[config.mk]
export PLATFORM = sky130hd
export DESIGN_NAME = eu_scheduler
export DESIGN_NICKNAME = d
export VERILOG_FILES = /design/src/rtl/eu_scheduler.sv
export SDC_FILE = /design/constraint.sdc
export NUM_CORES = 1
export LEC_CHECK = 0
export ABC_AREA = 1
export CORE_MARGIN = 5
export CORE_UTILIZATION = 45
export CTS_BUF_LIST = sky130_fd_sc_hd__clkbuf_4 sky130_fd_sc_hd__clkbuf_8
export CTS_CLUSTER_SIZE = 30
export DETAILED_ROUTE_END_ITERATION = 10
export GPL_TIMING_DRIVEN = 0
export PLACE_DENSITY_LB_ADDON = 0.08
export SLEW_MARGIN = 0
export SYNTH_ARGS = -nofsm -noshare
export SYNTH_HDL_FRONTEND = slang
export SYNTH_SLANG_ARGS = --single-unit
export TNS_END_PERCENT = 5
[constraint.sdc]
create_clock -name clk -period 4 [get_ports clk]
set_input_delay 0.8 -clock clk [delete_from_list [all_inputs] [get_ports clk]]
set_output_delay 0.8 -clock clk [all_outputs]
set_load 0.1 [all_outputs]
[src/rtl/eu_scheduler.sv]
// eu_scheduler: holds one configuration word per execution-unit slot, launches
// a masked batch of slots with one-cycle start pulses, waits for every launched
// slot to report done (or for the watchdog to expire), then reports completion.
//
// Handshake: a launch is accepted on a clock edge where exec_valid && exec_ready.
// exec_ready is combinational (state == IDLE); exec_mask is sampled only on that
// edge and may change freely otherwise. Every other output is registered.
module eu_scheduler #(
  parameter int NUM_EU    = 13,
  parameter int CFG_W     = 32,
  parameter int TIMEOUT_W = 20
) (
  input  logic                        clk,
  input  logic                        rst_n,
  input  logic                        cfg_valid,
  input  logic [$clog2(NUM_EU)-1:0]   cfg_unit,
  input  logic [CFG_W-1:0]            cfg_data,
  input  logic                        exec_valid,
  input  logic [NUM_EU-1:0]           exec_mask,
  output logic                        exec_ready,
  output logic [NUM_EU-1:0]           eu_start,
  output logic [NUM_EU*CFG_W-1:0]     eu_cfg,
  input  logic [NUM_EU-1:0]           eu_done,
  output logic [NUM_EU-1:0]           eu_abort,
  output logic                        batch_done,
  output logic                        busy,
  output logic [NUM_EU-1:0]           pending,
  output logic [2:0]                  err,
  input  logic                        err_clr,
  output logic [31:0]                 perf_cycles
);

  typedef enum logic [1:0] {
    S_IDLE   = 2'd0,
    S_LAUNCH = 2'd1,
    S_WAIT   = 2'd2,
    S_FINISH = 2'd3
  } state_t;

  state_t               state;
  logic [TIMEOUT_W-1:0] wd;
  logic [31:0]          acc;
  logic [CFG_W-1:0]     cfg_q [NUM_EU];

  logic [NUM_EU-1:0]    done_hit;
  logic [NUM_EU-1:0]    pend_after;
  logic [NUM_EU-1:0]    stray;
  logic [TIMEOUT_W-1:0] wd_next;
  logic                 expire;
  logic                 cfg_in_range;
  logic                 cfg_conflict;
  logic                 cfg_write;

  assign exec_ready = (state == S_IDLE);

  for (genvar g = 0; g < NUM_EU; g++) begin : g_cfg
    assign eu_cfg[g*CFG_W +: CFG_W] = cfg_q[g];
  end

  // Done matching, watchdog expiry and config-write legality for this cycle.
  // Dones only count while waiting; a done in LAUNCH is a protocol violation.
  always_comb begin
    done_hit     = (state == S_WAIT) ? (eu_done & pending) : '0;
    stray        = eu_done & ~done_hit;
    pend_after   = pending & ~done_hit;
    wd_next      = wd + 1'b1;
    expire       = (state == S_WAIT) && (&wd_next) && (|pend_after);
    cfg_in_range = (int'(cfg_unit) < NUM_EU);
    cfg_conflict = cfg_valid && cfg_in_range && pending[cfg_unit];
    cfg_write    = cfg_valid && cfg_in_range && !pending[cfg_unit];
  end

  // Batch FSM with all registered outputs, config store and sticky errors.
  always_ff @(posedge clk) begin
    if (!rst_n) begin
      state       <= S_IDLE;
      wd          <= '0;
      acc         <= '0;
      pending     <= '0;
      eu_start    <= '0;
      eu_abort    <= '0;
      batch_done  <= 1'b0;
      busy        <= 1'b0;
      err         <= '0;
      perf_cycles <= '0;
      for (int i = 0; i < NUM_EU; i++) cfg_q[i] <= '0;
    end else begin
      eu_start   <= '0;
      eu_abort   <= '0;
      batch_done <= 1'b0;
      // An error event in the same cycle as err_clr keeps its bit set.
      err <= (err & ~{3{err_clr}}) | {expire, cfg_conflict, |stray};
      // Checked against the pre-launch pending set, so a slot launched in
      // this same cycle still picks up the new word.
      if (cfg_write) cfg_q[cfg_unit] <= cfg_data;

      case (state)
        S_IDLE: begin
          if (exec_valid) begin
            busy <= 1'b1;
            if (|exec_mask) begin
              pending  <= exec_mask;
              eu_start <= exec_mask;
              state    <= S_LAUNCH;
            end else begin
              batch_done  <= 1'b1;
              perf_cycles <= '0;
              state       <= S_FINISH;
            end
          end
        end
        S_LAUNCH: begin
          wd    <= '0;
          acc   <= 32'd1;  // the LAUNCH cycle itself counts
          state <= S_WAIT;
        end
        S_WAIT: begin
          wd  <= wd_next;
          acc <= acc + 32'd1;
          if (pend_after == '0) begin
            pending     <= '0;
            batch_done  <= 1'b1;
            perf_cycles <= acc + 32'd1;
            state       <= S_FINISH;
          end else if (expire) begin
            eu_abort    <= pend_after;
            pending     <= '0;
            batch_done  <= 1'b1;
            perf_cycles <= acc + 32'd1;
            state       <= S_FINISH;
          end else begin
            pending <= pend_after;
          end
        end
        S_FINISH: begin
          busy  <= 1'b0;
          state <= S_IDLE;
        end
        default: begin
          busy  <= 1'b0;
          state <= S_IDLE;
        end
      endcase
    end
  end

endmodule

==> qor.csv <==
stage;metric;value;unit
clock_network;clock tree buffer depth;3;
critical_path;R2R cell count;10;
logic_synthesis;cells after synthesis;2033;
grt;vias in the first global route;16800;
power_and_ir_drop;Leak;11.4;nW
logic_synthesis;post-synthesis sequential area ratio;70.6;%
sta;Slew HR;18.9;%
logic_synthesis;Main synth FF type;edfxtp_1;
logic_synthesis;mean area per synthesized cell;10.5;um2
critical_path;Worst Path Buf+Inv;3;
logic_synthesis;Syn Nets;2106;
logic_synthesis;top-area cell type share of the netlist area;58.4;%
critical_path;Max FO, Critical Path;32;
clock_network;CTS HTree Levels;3;
die;Die ar.;52000;um2
sta;crit share post-route;96.1;%
logic_synthesis;Post-synth EDFFs;416;
logic_synthesis;cell with the most instances after synthesis;nor2_1;
critical_path;Critical Path End Type;flip-flop;
final_layout;layout cell share with drive strength beyond 1;7.03;%
grt;first-pass GRT wire length;117000;um
final_layout;final instance area;29700;um2
die;Top Ports;560;
critical_path;worst-path cell chain;clkdlybuf4s50_1 -> inv_1 -> nor2_1 -> o21ai_0 -> nand2_1 -> nor2_1 -> nand2_1 -> nor2_1 -> nand2_1 -> clkbuf_1 -> nand2_2;
critical_path;CP max-delay cell;nand2_2;
sta;final hold violation count;0;
grt;gr usage total;30.0;%
hold_path;Worst Hold Class;flip-flop to flip-flop;
sta;RSZ-0062 raised after global routing;no;
hold_path;Hold Path Sink;acc[31];
critical_path;critical path class;primary input to flip-flop;
critical_path;Startpoint Class;primary input;
die;Die Y;228;um
run_status;status;completed;
grt;initial antenna violation count;2;
die;core area;47300;um2
logic_synthesis;Cell Area, Synth;21400;um2
critical_path;Critical R2R Launch;pending[7];
placement;DP Area;27900;um2
placement;pre-CTS setup slack;-0.602;ns
logic_synthesis;area leader, netlist;edfxtp_1;
sta;clk_skew;0.0196;ns
critical_path;slowest stage delay, CP;0.73;ns
sta;Slew @ Worst Pin;1.21;ns
power_and_ir_drop;maximum vdd ir drop;0.000370;V
placement;port buffer count;559;
detailed_routing;Vias/cell;5.22;
clock_network;CTS root buf;clkbuf_8;
sta;Worst Slack Setup Final;0.155;ns
logic_synthesis;async set-or-reset flop fraction in the synthesized netlist;0;%
sta;Setup violations, final;0;
critical_path;worst endpoint data arrival time;4.00;ns
critical_path;Critical Path RT;4.16;ns
grt;largest net degree at the start of global routing;33;
placement;placed wire-length estimate;61500;um
clock_network;clock transition at the registers of the reported paths;0.06;ns
clock_network;clk_lat worst skew;0.67;ns
die;Initial Util;45.2;%
clock_network;Post-CTS Hold Buffers;0;
detailed_routing;DR pass1 iterations;5;
logic_synthesis;most instantiated cells after synthesis;562 x nor2_1, 416 x edfxtp_1, 265 x nand2_1, 188 x inv_1, 130 x dfxtp_1;
detailed_routing;post-route ant nets;0;
final_layout;Final #Nets;2760;
critical_path;RR Endpoint;cfg_q[2][7];
die;Die Wd;228;um
grt;total gr overflow;0;
logic_synthesis;Unique masters post-synth;36;
critical_path;R2R setup slack;0.57;ns
sta;fin. max-slew vios;0;
logic_synthesis;Synth area leaders;edfxtp_1 58%, dfxtp_1 12%, nor2_1 9.9%;
flow_run;total of max-cap violations;0;
detailed_routing;vias;17600;
hold_path;Hold Startpoint;acc[31];
logic_synthesis;yosys warns;0;
detailed_routing;drt drc;0;
critical_path;largest delay contributor family on the critical path;simple AND/OR/NAND/NOR gates;
clock_network;CTS tree;done;
detailed_routing;post-DR wirelength/cell;24.0;um
die;Rows;80;
sta;Final Critical Period;3.84;ns
hold_path;Hold Crit Depth;2;
placement;Routability Congestion;0.915;
clock_network;clock sink count;546;
detailed_routing;final WL;81100;um
logic_synthesis;Synth Register Bits;546;
clock_network;Num CTS Buffers;89;
detailed_routing;initial DRC count;1734;
sta;FMAX;260;MHz
final_layout;Area growth, synth to finish;39.0;%
power_and_ir_drop;Pwr per Cell Area;512;nW/um2
## power by group
part	internal [mW]	switching [mW]
registers	6.41	0.207
logic	0.700	2.84
clock network	2.79	2.28
## logic make-up (layout without fill, tap and decap cells)
kind of cell    count (synthesis)  count (layout)  share of synthesized area, %
compound gates                187             187                          4.53
xor+xnor                       11              11                         0.450
fa+ha+maj                       6               6                         0.351
buf+inv                       308            1036                          5.47
flops                         546             546                          70.6
other cells                     0               2                             0
simple gates                  975             975                          18.6
## sequential cells by signal, indices dropped and copies added, names as in the netlist
name	count
perf_cycles	32
eu_abort	13
eu_start	13
state	2
wd	20
pending	13
busy	1
err	3
cfg_q	416
batch_done	1
acc	32
## per-layer routing
metal | global-route usage, % | routed length, um | vias to the layer above
met5 | 0 | 0 | -
met2 | 53.3 | 41200 | 858
met3 | 6.74 | 6120 | 126
met1 | 36.2 | 31000 | 8621
li1 | - | - | 8042
met4 | 10.5 | 2760 | 0
## how the worst max path moves through the flow
stage          depth (start not counted)  slack, ns        start      endpoint
2_1_floorplan                         10       0.79   pending[3]  cfg_q[12][0]
5_1_grt                               11       0.04  cfg_unit[3]   cfg_q[2][7]
4_1_cts                               12       0.11  cfg_unit[1]  cfg_q[1][11]
3_5_place_dp                          12      -0.60  cfg_unit[1]  cfg_q[1][12]
6_report                              11       0.16  cfg_unit[3]   cfg_q[2][7]
3_3_place_gp                          11      -1.30  cfg_unit[2]  cfg_q[6][19]
## layout make-up
type | count | area, um2
antenna | 2 | 5.00
clock buffer | 128 | 1570
sequential | 546 | 15100
clock inverter | 37 | 287
buffer | 117 | 453
inverter | 191 | 717
tap | 615 | 769
multi-input combinational | 1179 | 5170
timing repair buffer | 563 | 5680
fill | 3958 | 17600
## through the flow
stage | TNS (ns) | instances | power (mW) | hold slack, ns | utilization, %
6_report | 0 | 3378 | 15.2 | 0.485 | 62.8
5_1_grt | 0 | 3378 | 15.7 | 0.494 | 62.8
4_1_cts | 0 | 3376 | 15.3 | 0.483 | 62.8
3_5_place_dp | -98.61 | 3211 | 10.3 | 0.464 | 58.9
3_3_place_gp | -310.36 | 3207 | 10.2 | 0.466 | 58.6
2_1_floorplan | 0 | 2033 | 9.23 | 0.453 | -
## worst register-to-register path, delay by kind of cell, from the launching register on
kind            cells  cell delay (ns)
compound gates      2             0.25
buf+inv             2             0.63
simple gates        6             1.49
flops               1             0.50
## what timing repair did
action                                  CTS  global route
buffers inserted                          0             0
gates resized for setup                   0             1
endpoints found under the setup margin    0             9
## layout by cell type (no fill, tap or decap), types with 2 or more instances in the layout
cell type        netlist  final
nand2_1              265    252
nand3_1               50     50
clkdlybuf4s50_1        0    559
or2_2                  9      9
bufinv_16              0      4
inv_2                  2      2
buf_2                  8      8
dfxtp_1              130    130
inv_8                  0      2
diode_2                0      2
nor3b_1                2      2
xor2_1                 7      7
clkinvlp_4             0      3
ha_1                   6      6
clkbuf_4               0     31
buf_12                 0      4
clkbuf_1             104    104
clkbuf_8               0     97
a21oi_1              102    102
nor2_1               562    562
o211ai_1               2      2
nor4_1                 6      6
nand3_2                2      2
nand4_1               54     54
nand3b_1               9      9
o31ai_1                2      2
buf_1                  4      4
o22ai_1                6      6
nor2_2                 2      2
inv_1                188    188
nand2_2                1     13
nor3_1                11     11
clkinv_2               0     13
o21ai_0               70     70
edfxtp_1             416    416
clkinv_1               1     16
xnor2_1                4      4
Power figures use the tool's default switching activity.
==> edit, RTL diff (same flow settings) <==
Set the parameter `CFG_W` to 48 (it was 32).
--- a/src/rtl/eu_scheduler.sv
+++ b/src/rtl/eu_scheduler.sv
@@ -7,7 +7,7 @@
 // edge and may change freely otherwise. Every other output is registered.
 module eu_scheduler #(
   parameter int NUM_EU    = 13,
-  parameter int CFG_W     = 32,
+  parameter int CFG_W     = 48,
   parameter int TIMEOUT_W = 20
 ) (
   input  logic                        clk,
Ports: changed (resized cfg_data and eu_cfg); port bits go from 560 to 784. No check against the original RTL was run, so the function may have changed too.
==> edit against the unedited design <==
Core utilization rose by 1.2 points; synthesized area rose by 34%; count of clock-buffer cells in the layout rose by 57; setup slack improved by 0.038 ns; sequential power rose by 38%; critical path depth rose by 2; power rose by 35%; routed wire length rose by 41%; design area rose by 36%; sequential share of layout area rose by 2.1 points; sequential cell count rose by 208; largest cell class unchanged.
==> edit: results <==
[outcome]
run_status = completed

[setup_path]
r2r-start = pending[4]
slowest_stage = clkdlybuf4s50_1
crit_arrival_ns = 4.29
rr_worst_depth = 12
slowest_delay_ns = 0.58
r2r_slack_ns = 0.53
cp-endpoint = cfg_q[4][34]
r2r_end = cfg_q[4][34]
crit_path_max_fanout = 29
crit_family = buffers and inverters

[route]
m1WireLength_um = 42400
drt-initial-drc-count = 2219
wire_per_inst_um = 26.1
dr.pass1.iters = 6
dr_wl_met2_um = 55600
routed-wl-met3_um = 11500
vias = 22916

[layout]
nFillCells = 5186
reg_top3 = cfg_q x624, acc x32, perf_cycles x32
drive_gt1_share_pct = 7.90
fin_nets = 3522

[placed_design]
dp_hpwl_um = 87400
port_buffers = 782
pre_cts_slack_ns = -0.715
dp_cells = 4147
dpl_cell_area_mm2 = 0.0378

[timing]
fin_crit_sh_pct = 95.2
fin_worst_skew_ns = 0.0348
worstMarginPinSlew_ns = 1.26

[worst_hold_path]
min_to = wd[19]
hp-start = wd[19]

[clocking]
cts_htree_levels = 4
clk_latency_ns = 0.77
numCtsBuffers = 130

[yosys]
synth_area_leaders = edfxtp_1 (65%), nor2_1 (9.8%), dfxtp_1 (9.1%), nand2_1 (3.4%), inv_1 (2.9%)
synth_cells = 2510
synth_area_mm2 = 0.0287
synthesis.nets = 2599
yosysUniqueCellTypes = 39
synth_enable_flop_cells = 624
yosysSeqAreaShare_pct = 74.3

[global_route]
grt_use_total_pct = 32.0
gr-usage-met3_pct = 10.3
grt_use_met1_pct = 39.1

[pwr]
power.static_leakage_uw = 0.0155
==> edit: report_power, final <==
part / internal, uW / switching (uW)
Sequential: 8900 / 229
Combinational: 885 / 3710
Clock: 3740 / 3140
Total: 13500 / 7080
==> edit: cell type report <==
class | instances | area share (%)
inverter | 221 | 2.05
buffer | 160 | 1.60
clock buffer | 185 | 5.64
sequential | 754 | 52.8
tap | 846 | 2.62
multi-input combinational | 1375 | 14.8
timing repair buffer | 791 | 19.8
clock inverter | 47 | 0.657
antenna | 2 | 0.0124
==> edit: cell families after synthesis <==
logic type	Yosys count	synth area share, %
flip-flops	754	74.3
XOR/XNOR	5	0.153
AO/OA/AOI/OAI	194	3.59
AND/OR/NAND/NOR	1170	16.5
buffers and inverters	381	5.15
adder cells (fa/ha/maj)	6	0.262
==> edit: stage by stage <==
stage / utilization (%) / hold slack, ns
floorplan: - / 0.456
global placement: 59.6 / 0.465
detailed placement: 60.0 / 0.481
CTS: 64.0 / 0.496
global route: 64.0 / 0.522
finish: 64.0 / 0.497
